[src/rtl/bus_arb.sv]
// bus_arb: arbitrates an instruction-fetch port (IFU) and a load/store port
// (LSU) onto one downstream memory request/response channel. Only one
// transaction is outstanding at a time; each requester owns one pending slot.
//
// Ports
//   clock, reset_n                 clock, async active-low reset
//   ifu_reqValid, ifu_addr         fetch request pulse + address
//   ifu_respValid, ifu_rdata,      fetch response pulse, data, timeout flag
//   ifu_err
//   lsu_reqValid, lsu_wen,         load/store request pulse + fields
//   lsu_addr, lsu_wdata, lsu_wmask
//   lsu_respValid, lsu_rdata,      load/store response pulse, data (0 for
//   lsu_err                        stores), timeout flag
//   mem_reqValid, mem_reqReady     downstream request handshake
//   mem_addr, mem_wdata,           downstream request fields (0 when idle,
//   mem_wen, mem_wmask             wmask 0 for reads)
//   mem_respValid, mem_rdata       downstream response pulse + data
//   proto_err                      sticky: request from a busy requester
module bus_arb #(
  parameter int TIMEOUT = 255
) (
  input  logic        clock,
  input  logic        reset_n,
  input  logic        ifu_reqValid,
  input  logic [31:0] ifu_addr,
  output logic        ifu_respValid,
  output logic [31:0] ifu_rdata,
  output logic        ifu_err,
  input  logic        lsu_reqValid,
  input  logic        lsu_wen,
  input  logic [31:0] lsu_addr,
  input  logic [31:0] lsu_wdata,
  input  logic [3:0]  lsu_wmask,
  output logic        lsu_respValid,
  output logic [31:0] lsu_rdata,
  output logic        lsu_err,
  output logic        mem_reqValid,
  input  logic        mem_reqReady,
  output logic [31:0] mem_addr,
  output logic [31:0] mem_wdata,
  output logic        mem_wen,
  output logic [3:0]  mem_wmask,
  input  logic        mem_respValid,
  input  logic [31:0] mem_rdata,
  output logic        proto_err
);

  typedef enum logic [1:0] {IDLE, REQ, WAIT, RESP} state_t;

  typedef struct packed {
    logic        wen;
    logic [31:0] addr;
    logic [31:0] wdata;
    logic [3:0]  wmask;
  } slot_t;

  localparam logic [15:0] TO_LAST = 16'(TIMEOUT - 1);

  state_t      state, state_nx;
  slot_t       ifu_slot, lsu_slot, cur;
  logic        ifu_pend, lsu_pend;
  logic        ifu_acc, lsu_acc;
  logic        sel_lsu;
  logic        err_q;
  logic [31:0] data_q;
  logic [15:0] cnt;
  logic        to_hit;

  // A slot stays occupied from capture until its RESP cycle, so "pending or
  // active" is simply the occupied bit.
  assign ifu_acc = ifu_reqValid && !ifu_pend;
  assign lsu_acc = lsu_reqValid && !lsu_pend;
  assign to_hit  = (cnt == TO_LAST);
  assign cur     = sel_lsu ? lsu_slot : ifu_slot;

  always_ff @(posedge clock or negedge reset_n) begin
    if (!reset_n) state <= IDLE;
    else          state <= state_nx;
  end

  always_comb begin
    state_nx = state;
    case (state)
      IDLE: if (ifu_pend || lsu_pend || ifu_acc || lsu_acc) state_nx = REQ;
      // Timeout wins over a same-cycle accept: the transaction is abandoned
      // and any response to it lands outside WAIT and is ignored.
      REQ:  if (to_hit) state_nx = RESP;
            else if (mem_reqReady) state_nx = WAIT;
      // A response arriving on the timeout cycle is still real data; keep it.
      WAIT: if (mem_respValid || to_hit) state_nx = RESP;
      RESP: state_nx = IDLE;
      default: state_nx = IDLE;
    endcase
  end

  always_ff @(posedge clock or negedge reset_n) begin
    if (!reset_n) begin
      ifu_pend  <= 1'b0;
      lsu_pend  <= 1'b0;
      ifu_slot  <= '0;
      lsu_slot  <= '0;
      sel_lsu   <= 1'b0;
      err_q     <= 1'b0;
      data_q    <= '0;
      cnt       <= '0;
      proto_err <= 1'b0;
    end else begin
      if ((ifu_reqValid && ifu_pend) || (lsu_reqValid && lsu_pend))
        proto_err <= 1'b1;
      if (ifu_acc) begin
        ifu_pend      <= 1'b1;
        ifu_slot.addr <= ifu_addr;
      end
      if (lsu_acc) begin
        lsu_pend <= 1'b1;
        lsu_slot <= '{wen: lsu_wen, addr: lsu_addr, wdata: lsu_wdata, wmask: lsu_wmask};
      end
      case (state)
        IDLE: begin
          // Selection is only consumed when leaving IDLE; LSU has priority.
          sel_lsu <= lsu_pend || lsu_acc;
          cnt     <= '0;
          err_q   <= 1'b0;
          data_q  <= '0;
        end
        REQ: begin
          cnt <= cnt + 16'd1;
          if (to_hit) begin
            err_q  <= 1'b1;
            data_q <= '0;
          end
        end
        WAIT: begin
          cnt <= cnt + 16'd1;
          if (mem_respValid) begin
            err_q  <= 1'b0;
            data_q <= cur.wen ? 32'd0 : mem_rdata;
          end else if (to_hit) begin
            err_q  <= 1'b1;
            data_q <= '0;
          end
        end
        RESP: begin
          if (sel_lsu) lsu_pend <= 1'b0;
          else         ifu_pend <= 1'b0;
        end
        default: ;
      endcase
    end
  end

  assign ifu_respValid = (state == RESP) && !sel_lsu;
  assign lsu_respValid = (state == RESP) && sel_lsu;
  assign ifu_err       = ifu_respValid && err_q;
  assign lsu_err       = lsu_respValid && err_q;
  assign ifu_rdata     = ifu_respValid ? data_q : 32'd0;
  assign lsu_rdata     = lsu_respValid ? data_q : 32'd0;

  assign mem_reqValid  = (state == REQ);
  assign mem_addr      = mem_reqValid ? cur.addr : 32'd0;
  assign mem_wen       = mem_reqValid && cur.wen;
  assign mem_wdata     = mem_wen ? cur.wdata : 32'd0;
  assign mem_wmask     = mem_wen ? cur.wmask : 4'd0;

endmodule

[config.mk]
export PLATFORM = sky130hd
export DESIGN_NAME = bus_arb
export DESIGN_NICKNAME = d
export VERILOG_FILES = /design/src/rtl/bus_arb.sv
export SDC_FILE = /design/constraint.sdc
export NUM_CORES = 1
export LEC_CHECK = 0
export CAP_MARGIN = 15
export CORE_AREA = 2 2 134 136
export CTS_CLUSTER_DIAMETER = 100
export DETAILED_ROUTE_END_ITERATION = 12
export DIE_AREA = 0 0 136 138
export GPL_ROUTABILITY_DRIVEN = 0
export PLACE_DENSITY = 0.81
export REMOVE_ABC_BUFFERS = 1
export SYNTH_ARGS = -nofsm -noshare
export SYNTH_HDL_FRONTEND = slang
export SYNTH_SLANG_ARGS = --single-unit
export TNS_END_PERCENT = 10
[constraint.sdc]
create_clock -name clock -period 2.4 [get_ports clock]
set_input_delay 0.72 -clock clock [delete_from_list [all_inputs] [get_ports clock]]
set_output_delay 0.72 -clock clock [all_outputs]
set_load 0.02 [all_outputs]
==> results.md, run 1 <==
- The run finished, with violations left.
- The checks that failed: setup timing.
- The critical path in this run is classified as reg2out.
- The mean area per synthesized cell is 11.3 um2.
- In the finished design, the share of the clock period the worst path needs comes to 1.04.
- The initial antenna violation count is 0.
- Of the total synthesized cell area, the portion taken by AND, OR, NAND and NOR gates is 0.144.
- The final worst setup slack is -0.108 ns.
- The data required time at the worst endpoint is between 1.5 and 2 ns.
- The hold violation total from the final report came to 0.
- The actual slew at the worst max-slew pin is 0.544 ns.
- Internal power comes to around 8400 uW.
- The overall die area is 18,800 um2.
- The total non-filler cell area in the finished layout is approximately 12,000 um2.
- Setup violations remaining at the end of the flow were counted as just over 50.
- In this run the power density over the cells is 1130 nW/um2.
- The register clock-pin slew on the reported worst setup and hold paths is 0.07 ns.
- Final hold analysis gives a worst-case slack of 0.247 ns.
- The number of rows created at floorplan is 49.
- Clock tree synthesis found a total of 156 sinks.
- The number of different library cells used by synthesis comes to 47.
- The number of pins exceeding their max-slew limit in the final report is 0.
- After synthesis, the cell types taking the most area are dfrtp_1, mux2_2, and2_1.
- The async set-reset flop share out of synthesis is 1.00.
- The number of maximum-capacitance violations is 0.
- The element type at the critical path end is an output port.
- The clock arrives with between 0.007 and 0.008 ns of skew.
- The maximum buffer depth of the clock tree is 2.
- For this run, the number of standard cells in the final layout without fillers is 1,219.
- Relative to the synthesized area, the layout overhead comes to 51.0%.
- The number of hold buffers added after CTS is 0.
- The number of remaining DRC errors is 0.
- The worst max-slew margin expressed relative to the limit is 0.636.
- Across all register-to-register paths, the minimum setup slack is 0.19 ns.
- Of the total synthesized cell area, the portion taken by XOR and XNOR cells is 0.00558.
- The switching power of the nets is roughly 5000 uW.
- Derived from the worst setup path, the maximum achievable clock frequency is roughly 0.4 GHz.
- In this run the remaining antenna-violating nets after routing total 0.
- After technology mapping, the gate count stands at between 600 and 700.
- Of the post-synthesis cell area, the part taken by muxes is 0.191.
- After synthesis, the largest family of logic cells by area is multiplexers.
- The first global-routing pass estimated between 30,000 and 40,000 um of wire.
- The number of placed instances with taps included is 1,178.
- The maximum ir drop on the vdd rail is 0.000617 V.
- The pre-antenna-repair detailed-routing pass consisted of 4 iterations.
- The number of vias in the routed layout is 6,462.
- Of the cells placed in the final design, the portion with a size suffix greater than 1 is 0.374.
- The switching part of the total power is 0.373.
- The number of global-route vias before repair was around 6.5k.
- During I/O placement, the number of pins put on the boundary was 278.
- Of all nets on the critical path, the largest fanout is 19.
- In this run the static leakage power is 0.00546 uW.
- The global-route met1 utilization is 0.295.
- The pin count of the biggest net entering global routing is 55.
- The worst hold path belongs to the class in2async.
- The share of total power in the clock network is 0.206.
- The H-tree was split into 4 levels.
- The area share of the largest cell type after synthesis is 0.497.
- Yosys printed 37 warnings.
- Among all flip-flop cells after synthesis, the most frequent one is dfrtp_1.
- The area of the mapped netlist is 7850 um2.
- After global routing the overflow that remains totals 0.
- The later pin in the worst-skew pair is clocked with a latency of 0.42 ns.
- The worst setup path is launched from a register.
- The count of inserted antenna diode cells is 0.
- Counting flops with a built-in enable in the synthesized netlist gives 0.
- After synthesis the netlist holds a flip-flop and latch count of 156.
- For this run, global-route usage on met2 was measured as 0.406.
- The post-detailed-placement cell area is 11,100 um2.
- The final critical-path required period is 2.51 ns.
- Of the total power, combinational logic draws 0.471.
- The total CTS buffers is 17.
- The HPWL after detailed placement is around 16,000 um.
- For the final routed database, the setup TNS stands at -3.87 ns.
- Of the synthesized area, sequential elements account for 0.497.
- The count of routing violations after the opening detailed-route iteration is 372.
- After global routing, the most crowded layer is met2.
- The total core area is 17,500 um2.
- Of the total synthesized cell area, the portion taken by full adders, half adders and majority gates is 0.0112.
- The tree is rooted in a clkbuf_16.
- The post-synthesis cell type with the largest combined area is dfrtp_1.
- The net count of the finished layout is 1,123.
- The compound-gate portion of the synthesized area came to 0.114.
- Timing analysis after detailed placement gives a worst setup slack of -0.175 ns.
- After detailed routing, the average wire length per cell comes to 18.4 um.
- Setup repair after global routing could not meet its margin everywhere.
- The sequential power share is 0.323.
- The total of buffers placed on input and output ports is 277.
- Using the TritonRoute via totals, the vias-per-cell ratio works out to about 5.3.
- The total wire length after detailed routing is 22,500 um.
- The initial utilization of the core area, before any placement, comes to 0.448.
- Measured along the y axis, the die boundary spans about 140 um.
- Data arrives at the worst endpoint at 1.79 ns.
- The global-route usage over all layers is 0.238.
- The global routing met3 resource utilization is 0.0579.
- The CTS tree is yes.
- The die outline width is approximately 140 um.
[state kept, by name, summed over array words and instances (netlist names)]
name       count
cnt           16
data_q        32
err_q          1
ifu_pend       1
ifu_slot      32
lsu_pend       1
lsu_slot      69
proto_err      1
sel_lsu        1
state          2
[power groups by stage]
stage	Combinational (uW)	Sequential, uW	Clock [uW]
5_1_grt	6800	4450	2910
3_3_place_gp	5970	4280	0
4_1_cts	6040	4300	2800
3_5_place_dp	6130	4320	0
6_report	6290	4310	2750
2_1_floorplan	3660	4170	0
[cells by family (layout without fill, tap and decap cells)]
family	count (synthesis)	count (layout)
flip-flops	156	156
multiplexers	137	137
AO/OA/AOI/OAI	128	128
XOR/XNOR	5	5
adder cells (fa/ha/maj)	7	7
AND/OR/NAND/NOR	196	196
buffers and inverters	63	361
[critical path, stage by stage (launching register included)]
cell and delay, ns:
dfrtp_1 0.41, buf_6 0.13, ha_4 0.15, and3_4 0.25, buf_12 0.16, and2_1 0.15
buf_6 0.12
[final cells by class]
cell class / instances / area, um2
multi-input cells: 473 / 3810
flip-flops and latches: 156 / 3910
fillers: 1307 / 5690
clock buffers: 17 / 425
inverters: 7 / 26.3
repair buffers: 322 / 3220
clock inverters: 15 / 174
well taps: 229 / 287
[layout by cell type (no fill, tap or decap), drive strengths merged, types with 2 or more instances in the layout]
master / n
and3: 35
o21ai: 44
clkdlybuf4s15: 22
a21oi: 8
ha: 7
bufinv: 2
and2: 70
a211oi: 30
or3: 5
o21a: 2
nand2: 9
nor2b: 4
inv: 17
nor3: 3
o31ai: 3
clkbuf: 20
a22o: 31
clkinv: 2
xnor2: 5
buf: 159
nand3: 6
a21boi: 2
mux2i: 34
mux2: 103
clkdlybuf4s50: 138
a22oi: 2
nand4: 4
nor2: 46
nor4: 5
dfrtp: 156
[final timing paths]
check	end	startpoint	cells after the start
worst max-delay path	mem_wdata[11]	state[0]	6
min in group clock	lsu_slot[26]	lsu_slot[26]	1
worst max register to register	state[0]	cnt[0]	6
worst min-delay path	lsu_slot[63]	reset_n	1
worst min register to register	lsu_slot[26]	lsu_slot[26]	1
max in group asynchronous	state[1]	reset_n	2
[synth_stat cells (2+ instances only)]
cell,instances
o21a_1,2
a21boi_0,2
and2_1,70
nand3_1,6
a22o_1,31
nor4_1,4
a22oi_1,2
nand2_1,9
o21ai_1,29
mux2i_1,34
buf_1,9
buf_4,2
inv_1,7
nor2_1,46
mux2_2,103
buf_2,9
ha_1,7
a211oi_1,30
and3_1,35
o31ai_1,3
clkbuf_1,32
o21ai_0,15
or3_1,5
dfrtp_1,156
buf_6,4
nand4_1,3
xnor2_1,5
a21oi_1,8
nor2b_1,4
nor3_1,3
[per-stage QoR]
| stage | power [uW] | util |
|---|---|---|
| after floorplan | 7840 | - |
| after global placement | 10300 | 0.632 |
| after detailed placement | 10500 | 0.632 |
| after CTS | 13100 | 0.654 |
| after global routing | 14200 | 0.676 |
| final | 13400 | 0.676 |
[routing by layer]
| layer | wire length [um] | vias up |
|---|---|---|
| met3 | 1650 | 35 |
| met2 | 11400 | 234 |
| met1 | 8880 | 3129 |
| met4 | 558 | 0 |
| met5 | 0 | - |
| li1 | - | 3064 |
[timing repair]
action | CTS | global route
pin swaps | 4 | 13
setup buffers | 3 | 3
cloned | 2 | 2
resized for setup | 589 | 130
setup endpoints to repair | 137 | 115
Note: power is estimated with default switching activity, not from simulation.
==> run 2, diff against run 1 <==
SLEW_MARGIN = 20   (was default)
==> results of run 2 <==
The final DEF is identical to that of run 1; final timing and power are the same.
